===== src/rtl/simple_bus_arb_pkg.sv =====
// Shared types and helpers for the round-robin bus arbiter.
// Holds the arbiter state encoding, the index-width rule and the round-robin winner search.
package simple_bus_arb_pkg;

  localparam int unsigned MAX_MST   = 8;
  localparam int unsigned MAX_IDX_W = 3;

  typedef enum logic [0:0] {
    ARB_IDLE = 1'b0,
    ARB_BUSY = 1'b1
  } arb_state_e;

  function automatic int unsigned idx_width(input int unsigned n);
    int unsigned w;
    if (n <= 32'd2) begin
      w = 32'd1;
    end else begin
      w = $clog2(n);
    end
    return w;
  endfunction

  // Scan from last+1 with wrap; the lowest distance wins, so the loop runs far-to-near.
  function automatic int unsigned rr_pick(input logic [MAX_MST-1:0] req,
                                          input int unsigned        last,
                                          input int unsigned        n_mst);
    int unsigned pick;
    int unsigned idx;
    logic [MAX_IDX_W-1:0] sel;
    pick = last;
    for (int k = MAX_MST; k > 0; k--) begin
      idx = last + 32'(k);
      if (idx >= n_mst) begin
        idx = idx - n_mst;
      end else begin
        idx = idx;
      end
      sel = idx[MAX_IDX_W-1:0];
      if ((32'(k) <= n_mst) && req[sel]) begin
        pick = idx;
      end else begin
        pick = pick;
      end
    end
    return pick;
  endfunction

endpackage


===== src/rtl/simple_if.sv =====
// Simple memory-port interface: the master drives address, strobes and write data,
// the slave returns read data a fixed number of cycles after a read strobe.
interface simple_if #(
  parameter int ADDR_BIT_WIDTH = 2,
  parameter int DATA_BIT_WIDTH = 8
) ();
  logic [ADDR_BIT_WIDTH-1:0] addr;
  logic                      rd_req;
  logic                      wr_req;
  logic [DATA_BIT_WIDTH-1:0] wr_data;
  logic [DATA_BIT_WIDTH-1:0] rd_data;

  modport mst_port (output addr, output rd_req, output wr_req, output wr_data, input rd_data);
  modport slv_port (input addr, input rd_req, input wr_req, input wr_data, output rd_data);
endinterface


===== src/rtl/simple_bus_rd_tag_pipe.sv =====
// Delay line of {valid, issuer index}, as deep as the slave read latency, so read
// data can be steered back to the master that issued the read.
module simple_bus_rd_tag_pipe #(
  parameter int RD_LAT = 1,
  parameter int IDX_W  = 2
) (
  input  logic             i_clk,
  input  logic             i_async_rst,
  input  logic             i_vld,
  input  logic [IDX_W-1:0] i_idx,
  output logic             o_vld,
  output logic [IDX_W-1:0] o_idx
);
  logic [RD_LAT-1:0]            r_vld;
  logic [RD_LAT-1:0][IDX_W-1:0] r_idx;

  // Shift the tag one stage per cycle; reset drops every in-flight read.
  always_ff @(posedge i_clk or posedge i_async_rst) begin
    if (i_async_rst) begin
      r_vld <= '0;
      r_idx <= '0;
    end else begin
      r_vld[0] <= i_vld;
      r_idx[0] <= i_idx;
      for (int i = 1; i < RD_LAT; i++) begin
        r_vld[i] <= r_vld[i-1];
        r_idx[i] <= r_idx[i-1];
      end
    end
  end

  assign o_vld = r_vld[RD_LAT-1];
  assign o_idx = r_idx[RD_LAT-1];
endmodule


===== src/rtl/simple_bus_rr_arb.sv =====
// Round-robin arbiter sharing one simple_if slave port among N_MST masters.
// Optional grant quota (pre-emption after QUOTA cycles) enabled by SIMPLE_BUS_ARB_QUOTA_EN.
module simple_bus_rr_arb
  import simple_bus_arb_pkg::*;
#(
  parameter int N_MST          = 4,
  parameter int ADDR_BIT_WIDTH = 2,
  parameter int DATA_BIT_WIDTH = 8,
  parameter int RD_LAT         = 1,
  parameter int QUOTA          = 4
) (
  input  logic                                    i_clk,
  input  logic                                    i_async_rst,
  input  logic [N_MST-1:0]                        i_req,
  output logic [N_MST-1:0]                        o_gnt,
  input  logic [N_MST-1:0][ADDR_BIT_WIDTH-1:0]    i_mst_addr,
  input  logic [N_MST-1:0]                        i_mst_rd_req,
  input  logic [N_MST-1:0]                        i_mst_wr_req,
  input  logic [N_MST-1:0][DATA_BIT_WIDTH-1:0]    i_mst_wr_data,
  output logic [N_MST-1:0]                        o_rd_vld,
  output logic [DATA_BIT_WIDTH-1:0]               o_rd_data,
  simple_if.mst_port                              if_bus
);
  localparam int unsigned      IDX_W       = idx_width(N_MST);
  localparam logic [N_MST-1:0] LP_ONE      = {{(N_MST-1){1'b0}}, 1'b1};
  localparam logic [IDX_W-1:0] LP_LAST_RST = IDX_W'(N_MST - 1);

  arb_state_e         r_state;
  arb_state_e         w_nxt_state;
  logic [IDX_W-1:0]   r_owner;
  logic [IDX_W-1:0]   w_nxt_owner;
  logic [IDX_W-1:0]   r_last;
  logic [IDX_W-1:0]   w_nxt_last;
  logic [N_MST-1:0]   r_gnt;
  logic [N_MST-1:0]   w_nxt_gnt;
  logic [MAX_MST-1:0] w_req_pad;
  logic [IDX_W-1:0]   w_winner;
  logic [N_MST-1:0]   w_owner_oh;
  logic               w_any_req;
  logic               w_owner_req;
  logic               w_take;
  logic               w_release;
  logic               w_tag_vld;
  logic [IDX_W-1:0]   w_tag_idx;

  assign w_req_pad   = MAX_MST'(i_req);
  assign w_winner    = IDX_W'(rr_pick(w_req_pad, 32'(r_last), N_MST));
  assign w_owner_oh  = LP_ONE << r_owner;
  assign w_any_req   = |i_req;
  assign w_owner_req = |(i_req & w_owner_oh);
  assign o_gnt       = r_gnt;

`ifdef SIMPLE_BUS_ARB_QUOTA_EN
  localparam int unsigned     LP_QW        = $clog2(QUOTA) + 1;
  localparam logic [LP_QW-1:0] LP_QUOTA_TOP = LP_QW'(QUOTA - 1);

  logic [LP_QW-1:0] r_quota_cnt;
  logic             w_others;

  assign w_others = |(i_req & ~w_owner_oh);

  // Consecutive-cycle counter for the current owner; saturates when nobody else waits.
  always_ff @(posedge i_clk or posedge i_async_rst) begin
    if (i_async_rst) begin
      r_quota_cnt <= '0;
    end else if (w_take) begin
      r_quota_cnt <= '0;
    end else if ((r_state == ARB_BUSY) && (r_quota_cnt != LP_QUOTA_TOP)) begin
      r_quota_cnt <= r_quota_cnt + LP_QW'(1);
    end else begin
      r_quota_cnt <= r_quota_cnt;
    end
  end
`else
  logic w_unused_quota;
  assign w_unused_quota = (QUOTA != 0);
`endif

  // State register: arbiter state, owner, round-robin pointer and the registered grant.
  always_ff @(posedge i_clk or posedge i_async_rst) begin
    if (i_async_rst) begin
      r_state <= ARB_IDLE;
      r_owner <= '0;
      r_last  <= LP_LAST_RST;
      r_gnt   <= '0;
    end else begin
      r_state <= w_nxt_state;
      r_owner <= w_nxt_owner;
      r_last  <= w_nxt_last;
      r_gnt   <= w_nxt_gnt;
    end
  end

  // Next-state decision: take a new winner, release the bus, or hold the current owner.
  always_comb begin
    w_take    = 1'b0;
    w_release = 1'b0;
    case (r_state)
      ARB_IDLE: begin
        if (w_any_req) begin
          w_take = 1'b1;
        end else begin
          w_take = 1'b0;
        end
      end
      ARB_BUSY: begin
        if (!w_owner_req) begin
          if (w_any_req) begin
            w_take = 1'b1;
          end else begin
            w_release = 1'b1;
          end
        end else begin
`ifdef SIMPLE_BUS_ARB_QUOTA_EN
          if ((r_quota_cnt == LP_QUOTA_TOP) && w_others) begin
            w_take = 1'b1;
          end else begin
            w_take = 1'b0;
          end
`else
          w_take = 1'b0;
`endif
        end
      end
      default: begin
        w_release = 1'b1;
      end
    endcase

    w_nxt_state = r_state;
    w_nxt_owner = r_owner;
    w_nxt_last  = r_last;
    w_nxt_gnt   = r_gnt;
    if (w_take) begin
      w_nxt_state = ARB_BUSY;
      w_nxt_owner = w_winner;
      w_nxt_last  = w_winner;
      w_nxt_gnt   = LP_ONE << w_winner;
    end else if (w_release) begin
      w_nxt_state = ARB_IDLE;
      w_nxt_gnt   = '0;
    end else begin
      w_nxt_state = r_state;
    end
  end

  // Output decode: forward the owner's access to the slave; only granted strobes pass.
  always_comb begin
    if (r_state == ARB_BUSY) begin
      if_bus.addr    = i_mst_addr[r_owner];
      if_bus.wr_data = i_mst_wr_data[r_owner];
      if_bus.rd_req  = |(i_mst_rd_req & r_gnt);
      if_bus.wr_req  = |(i_mst_wr_req & r_gnt);
    end else begin
      if_bus.addr    = '0;
      if_bus.wr_data = '0;
      if_bus.rd_req  = 1'b0;
      if_bus.wr_req  = 1'b0;
    end

    if (w_tag_vld) begin
      o_rd_vld = LP_ONE << w_tag_idx;
    end else begin
      o_rd_vld = '0;
    end
  end

  assign o_rd_data = if_bus.rd_data;

  simple_bus_rd_tag_pipe #(
    .RD_LAT (RD_LAT),
    .IDX_W  (IDX_W)
  ) u_rd_tag_pipe (
    .i_clk       (i_clk),
    .i_async_rst (i_async_rst),
    .i_vld       (if_bus.rd_req),
    .i_idx       (r_owner),
    .o_vld       (w_tag_vld),
    .o_idx       (w_tag_idx)
  );
endmodule


===== src/flat_wrapper.sv =====
// flat-port wrapper written by rule: the top's interface ports become plain ports
module simple_bus_rr_arb_flat import simple_bus_arb_pkg::*;
#(
  parameter int N_MST          = 4,
  parameter int ADDR_BIT_WIDTH = 2,
  parameter int DATA_BIT_WIDTH = 8,
  parameter int RD_LAT         = 1,
  parameter int QUOTA          = 4
)
  (i_clk, i_async_rst, i_req, o_gnt, i_mst_addr, i_mst_rd_req, i_mst_wr_req, i_mst_wr_data, o_rd_vld, o_rd_data, if_bus_addr, if_bus_rd_req, if_bus_wr_req, if_bus_wr_data, if_bus_rd_data);
  simple_if #(.ADDR_BIT_WIDTH(ADDR_BIT_WIDTH), .DATA_BIT_WIDTH(DATA_BIT_WIDTH)) if_bus_i ();
  input  logic i_clk;
  input  logic i_async_rst;
  input  logic [N_MST-1:0] i_req;
  output logic [N_MST-1:0] o_gnt;
  input  logic [N_MST-1:0][ADDR_BIT_WIDTH-1:0] i_mst_addr;
  input  logic [N_MST-1:0] i_mst_rd_req;
  input  logic [N_MST-1:0] i_mst_wr_req;
  input  logic [N_MST-1:0][DATA_BIT_WIDTH-1:0] i_mst_wr_data;
  output logic [N_MST-1:0] o_rd_vld;
  output logic [DATA_BIT_WIDTH-1:0] o_rd_data;
  output wire logic [$bits(if_bus_i.addr)-1:0] if_bus_addr;
  output wire logic [$bits(if_bus_i.rd_req)-1:0] if_bus_rd_req;
  output wire logic [$bits(if_bus_i.wr_req)-1:0] if_bus_wr_req;
  output wire logic [$bits(if_bus_i.wr_data)-1:0] if_bus_wr_data;
  input wire logic [$bits(if_bus_i.rd_data)-1:0] if_bus_rd_data;
  assign if_bus_addr = if_bus_i.addr;
  assign if_bus_rd_req = if_bus_i.rd_req;
  assign if_bus_wr_req = if_bus_i.wr_req;
  assign if_bus_wr_data = if_bus_i.wr_data;
  assign if_bus_i.rd_data = if_bus_rd_data;
  simple_bus_rr_arb #(.N_MST(N_MST), .ADDR_BIT_WIDTH(ADDR_BIT_WIDTH), .DATA_BIT_WIDTH(DATA_BIT_WIDTH), .RD_LAT(RD_LAT), .QUOTA(QUOTA)) u_core (.i_clk(i_clk), .i_async_rst(i_async_rst), .i_req(i_req), .o_gnt(o_gnt), .i_mst_addr(i_mst_addr), .i_mst_rd_req(i_mst_rd_req), .i_mst_wr_req(i_mst_wr_req), .i_mst_wr_data(i_mst_wr_data), .o_rd_vld(o_rd_vld), .o_rd_data(o_rd_data), .if_bus(if_bus_i));
endmodule

===== config.mk =====
export PLATFORM = sky130hd
export DESIGN_NAME = simple_bus_rr_arb_flat
export DESIGN_NICKNAME = d
export VERILOG_FILES = /design/src/rtl/simple_bus_arb_pkg.sv /design/src/rtl/simple_if.sv /design/src/rtl/simple_bus_rd_tag_pipe.sv /design/src/rtl/simple_bus_rr_arb.sv /design/src/flat_wrapper.sv
export SDC_FILE = /design/constraint.sdc
export NUM_CORES = 1
export LEC_CHECK = 0
export ABC_CLOCK_PERIOD_IN_PS = 2400
export CAP_MARGIN = 20
export CORE_MARGIN = 2
export CORE_UTILIZATION = 32
export DETAILED_ROUTE_END_ITERATION = 10
export PLACE_DENSITY = 0.81
export SLEW_MARGIN = 20
export SYNTH_ARGS = -nofsm -noshare
export SYNTH_HDL_FRONTEND = slang
export SYNTH_SLANG_ARGS = --single-unit

===== constraint.sdc =====
create_clock -name i_clk -period 2.4 [get_ports i_clk]
set_input_delay 0.6 -clock i_clk [delete_from_list [all_inputs] [get_ports i_clk]]
set_output_delay 0.6 -clock i_clk [all_outputs]
set_load 0.02 [all_outputs]

==> results of run 1 <==
synth_stat cells (all sizes together) (2+ instances only):
| cell | number |
|---|---|
| and2 | 11 |
| mux4 | 11 |
| nand2 | 11 |
| buf | 10 |
| dfrtp | 10 |
| o21ai | 5 |
| a22oi | 4 |
| mux2i | 4 |
| nor2 | 4 |
| a31oi | 3 |
| inv | 3 |
| a21boi | 2 |
| a21oi | 2 |
| and3 | 2 |
| clkbuf | 2 |
| dfstp | 2 |
| o31ai | 2 |
power by group:
part           leakage [uW]  switching (uW)  total, uW  internal (uW)
Combinational      0.000615             648       1410            759
Sequential         0.000141             107        412            305
Clock             0.0000150            64.6        129           64.4
worst max-delay path, cell delays in order:
cell and delay, ps:
clkdlybuf4s50_1 420, mux4_2 470, and2_4 170, buf_6 120
routing by layer:
metal	vias up	wire [um]	GRT usage	part of all wire
li1	516	-	-	-
met1	520	1280	0.223	0.39
met2	36	1840	0.301	0.55
met3	2	184	0.0320	0.056
met4	0	14	0.0404	0.0042
met5	-	0	0	0
logic make-up (layout without fill, tap and decap cells):
family          Yosys count  after routing  share of synthesized area
flops                    12             12                      0.291
simple gates             35             35                      0.181
compound gates           22             22                      0.154
mux                      15             15                      0.277
fa+ha+maj                 1              1                     0.0120
buf+inv                  15             88                     0.0854
final timing paths:
| kind | slack, ps | cells past startpoint | end | from |
|---|---|---|---|---|
| min in group asynchronous | 630 | 2 | u_core.u_rd_tag_pipe.o_idx[0] | i_async_rst |
| max in group asynchronous | 1420 | 2 | u_core.r_last[0] | i_async_rst |
| worst min-delay path | 540 | 2 | u_core.o_gnt[3] | u_core.o_gnt[3] |
| worst min register to register | 540 | 2 | u_core.o_gnt[3] | u_core.o_gnt[3] |
| worst max-delay path | 10 | 4 | if_bus_wr_data[4] | i_mst_wr_data[28] |
| worst max register to register | 490 | 6 | u_core.o_gnt[2] | u_core.r_last[1] |
cell type report:
class	instances	area [um2]	area share
timing repair buffer	81	774	0.422
clock buffer	4	26.3	0.0143
multi-input combinational	73	666	0.363
sequential	12	303	0.165
inverter	3	11.3	0.00613
tap	44	55.1	0.0300
flip-flops by register name (all words and copies together), names as in the netlist:
name,count
u_core.r_state,1
u_core.o_gnt,4
u_core.u_rd_tag_pipe.o_idx,2
u_core.r_owner,2
u_core.r_last,2
u_core.u_rd_tag_pipe.o_vld,1
repair_timing:
action | in CTS | in global routing
hold buffers | 0 | 0
pin swaps | 0 | 4
resized for setup | 47 | 16
endpoints found under the setup margin | 12 | 7
cloned | 0 | 0
metrics by stage:
stage	hold slack, ps	total power, uW	worst slack, ps	utilization	cells
after detailed placement	535	1820	-399	0.591	213
after global placement	518	1760	-370	0.591	213
after global routing	575	2090	-8.74	0.596	217
after floorplan	406	1250	367	-	100
final	542	1950	13.7	0.596	217
after CTS	552	1880	5.75	0.586	217
==> flow_summary.json, run 1 <==
{
  "hpwlAfterDp_um": 2790,
  "synth_top_cell_area_share": 0.241,
  "grt_pass1_vias": 1012,
  "synth_cells": 100,
  "syn2layout_area_growth_pct": 76.5,
  "grt_usage": 0.173,
  "drtIter0Drc": 34,
  "worstPathMaxFanout": 1,
  "cts_tree": "built",
  "cp-start-kind": "primary input",
  "p_per_area_mw_per_mm2": 1060,
  "synth_area_leaders": "dfrtp_1, mux4_2, and2_1, buf_4, dfstp_2",
  "hold_viol": 0,
  "end_kind": "output port",
  "placed_cell_area_mm2": 0.00182,
  "max_slew_margin": 0.694,
  "worstMarginPinSlew_ps": 459,
  "num_rows": 20,
  "mostFrequentLayoutCell": "clkdlybuf4s50_1",
  "status": "finished clean",
  "fillers": 285,
  "avgSynthCellArea_um2": 10.4,
  "synth_area_mm2": 0.00104,
  "synth_cell_types": 34,
  "ys_ff_latch": 12,
  "die-area_mm2": 0.00372,
  "drv_slew": 0,
  "final_nets": 237,
  "path_class": "in2out",
  "routabilityCongestion": 0.790,
  "dr.pass1.iters": 4,
  "vias": 1074,
  "layout_common_cells": "clkdlybuf4s50_1, mux4_2, buf_4",
  "synth_nets": 163,
  "route.detailed.drc": 0,
  "antenna_found_initial": 0,
  "finalClockSkew_ps": 5.43,
  "core_mm2": 0.00308,
  "max-cap-violations": 0,
  "ys_seq_area_frac": 0.291,
  "grt_pass1_wl_um": 4790,
  "grt_max_degree": 14,
  "drive_above_1_share": 0.266,
  "cts_sinks": 12,
  "fp.dieH_um": 61,
  "p_leak_uw": 0.000771,
  "worstPathRequired_ps": 1800,
  "cts_made_buffers": 3,
  "ant_nets": 0,
  "diodes": 0,
  "insertion_delay_ps": 270,
  "h-tree-depth": 1,
  "clock_path_buffers": 2,
  "die_w_um": 61,
  "grt.overflow.total": 0,
  "root_buffer": "clkbuf_4",
  "yosys_warnings": 0,
  "hold_path.class": "reg2reg",
  "max_freq_mhz": 419,
  "synthFlopType": "dfrtp_1",
  "num_io_pins": 90,
  "vdd_ir_drop_max_mv": 0.551,
  "fin_crit_sh": 0.994,
  "viasPerCell": 4.95,
  "finalWirelength_um": 3310,
  "setup_tns_ps": 0,
  "synth_edf_count": 0,
  "setup_viol": 0,
  "yosysTopAreaCell": "dfrtp_1",
  "async_reset_ff_frac": 1.00,
  "wl_per_cell_um": 15.3,
  "postCtsSetupBuffers": 0,
  "final_area_mm2": 0.00184,
  "numPortBuffers": 73,
  "period_needed_ps": 2390,
  "arrival_ps": 1790,
  "start_util": 0.338,
  "clk_pin_slew_ps": 70
}
(Power assumes the default switching activity.)
==> run 2, diff against run 1 <==
CORE_UTILIZATION = 33   (was 32)
PLACE_DENSITY = 0.8   (was 0.81)
SKIP_CTS_REPAIR_TIMING = 1   (was unset)
SYNTH_HIERARCHICAL = 1   (was unset)
==> flow_summary.json, run 2 <==
{
  "cp-start-kind": "primary input",
  "max_freq_mhz": 416,
  "synth_cells": 111,
  "root_buffer": "clkbuf_4",
  "cp.depth": 4,
  "die_w_um": 63.0,
  "multi_input_area_um2": 763,
  "rsz0062_at_grt": "true",
  "fp.dieH_um": 63.0,
  "path_cells": "clkdlybuf4s50_1, mux4_2, and2_4, buf_6",
  "vias": 1169,
  "synth_top_cell_area_share": 0.218,
  "finalClockSkew_ps": 2.88,
  "max-cap-violations": 0,
  "path_buf_inv": 2,
  "path_delay_family": "buffers and inverters",
  "syn2layout_area_growth_pct": 72.0,
  "ys_seq_area_frac": 0.264,
  "ff_latch_area_um2": 303,
  "synth.most_common_cell": "nand2_1",
  "slowest_delay_ps": 490,
  "fin_hold_ws_ps": 520,
  "placed_cells": 231,
  "worstPathRequired_ps": 1800,
  "grt_pass1_wl_um": 5930,
  "synth_edf_count": 0,
  "wl_per_cell_um": 16.0,
  "synthTopCellsByCount": "nand2_1, and2_1, mux4_2",
  "p_per_area_mw_per_mm2": 1120,
  "synth_area_mm2": 0.00115,
  "path_class": "in2out",
  "insertion_delay_ps": 260,
  "p_leak_uw": 0.000844,
  "num_rows": 21,
  "final_nets": 253,
  "stdcell_count": 235,
  "cts_made_buffers": 3,
  "ys_ff_latch": 12,
  "synth_nets": 174,
  "core_mm2": 0.00334,
  "num_io_pins": 90,
  "routabilityCongestion": 0.821,
  "end_kind": "output port",
  "antenna_found_initial": 0,
  "arrival_ps": 1800,
  "drtIter0Drc": 20,
  "h-tree-depth": 1,
  "status": "complete, but fails checks",
  "clk_pin_slew_ps": 80,
  "start_util": 0.344,
  "setup_viol": 1,
  "drv_slew": 0,
  "cts_tree": "built",
  "period_needed_ps": 2400,
  "dr.pass1.iters": 4,
  "worst-r2r-cell-count": 8,
  "slowest_stage": "mux4_2",
  "hold_viol": 0,
  "viasPerCell": 4.97,
  "final_area_mm2": 0.00198,
  "diodes": 0,
  "layout_common_cells": "clkdlybuf4s50_1, buf_4, nand2_1",
  "route.detailed.drc": 0,
  "worstPathMaxFanout": 1,
  "clock_path_buffers": 2,
  "max_slew_margin": 0.691,
  "fillers": 284,
  "utilization": 0.592,
  "grt.overflow.total": 0,
  "numPortBuffers": 73,
  "finalWirelength_um": 3770,
  "hpwlAfterDp_um": 3210,
  "fin_crit_sh": 1.00,
  "placed_cell_area_mm2": 0.00195,
  "synthFlopType": "dfrtp_1",
  "mostFrequentLayoutCell": "clkdlybuf4s50_1",
  "synth_cell_types": 38,
  "grt_pass1_vias": 1168,
  "avgSynthCellArea_um2": 10.3,
  "largest_reg_flops": 4,
  "vdd_ir_drop_max_mv": 0.378,
  "violations": "setup timing",
  "ant_nets": 0,
  "grt_max_degree": 12,
  "yosysTopAreaCell": "dfrtp_1",
  "async_reset_ff_frac": 1.00,
  "grt_usage": 0.190,
  "hold_path.class": "in2async",
  "die-area_mm2": 0.00397,
  "cts_sinks": 12,
  "synth_area_leaders": "dfrtp_1, mux4_2, and2_1, buf_4, dfstp_2",
  "drive_above_1_share": 0.291,
  "setup_tns_ps": -1.71,
  "yosys_warnings": 6,
  "worstMarginPinSlew_ps": 463,
  "setup_slack_ps": -1.71
}
-- run 2: path summary, 6_finish.rpt --
| path | start | slack [ps] | end |
|---|---|---|---|
| setup / recovery | i_mst_wr_data[31] | -2 | if_bus_wr_data[7] |
| hold / removal | i_async_rst | 520 | u_core/u_rd_tag_pipe/o_idx[1] |
| setup reg to reg | u_core/r_last[0] | 110 | u_core/o_gnt[1] |
| hold reg to reg | u_core/r_last[1] | 530 | u_core/r_last[1] |
| max in group asynchronous | i_async_rst | 1510 | u_core/r_last[1] |
| min in group i_clk | u_core/r_last[1] | 530 | u_core/r_last[1] |
-- run 2: cell type report --
class	count	share of cell area
Multi-Input combinational cell	82	0.386
Tap cell	46	0.0291
Inverter	5	0.00950
Sequential cell	12	0.153
Clock buffer	4	0.0184
Timing Repair Buffer	86	0.403
-- run 2: where the power goes --
part	internal (uW)	total (uW)	switching, uW
sequential	306	429	124
combinational	869	1630	757
clock	92.0	156	64.3
-- run 2: layer usage --
metal / track usage / part of all wire / up-vias
met5: 0 / 0 / -
met4: 0.0417 / 0.0082 / 0
met3: 0.0577 / 0.076 / 4
met2: 0.362 / 0.53 / 49
met1: 0.202 / 0.38 / 548
li1: - / - / 568
-- run 2: kinds of logic after synthesis --
logic type	synth area share
xor gates and xnor gates	0.0218
DFF	0.264
adders and majority gates	0.0109
muxes	0.273
buffers and inverters	0.0893
AOI/OAI and AO/OA	0.160
and+or+nand+nor	0.181
-- run 2: metrics by stage --
stage	worst slack (ps)	power [uW]
2_1_floorplan	104	1450
3_3_place_gp	-355	2020
3_5_place_dp	-407	2080
4_1_cts	-407	2240
5_1_grt	-51.1	2350
6_report	-1.71	2210
==> run 3, diff against run 2 <==
ABC_CLOCK_PERIOD_IN_PS = unset   (was 2400)
==> results of run 3 <==
Same layout as run 2: the final DEF is identical, and so are final timing and power.
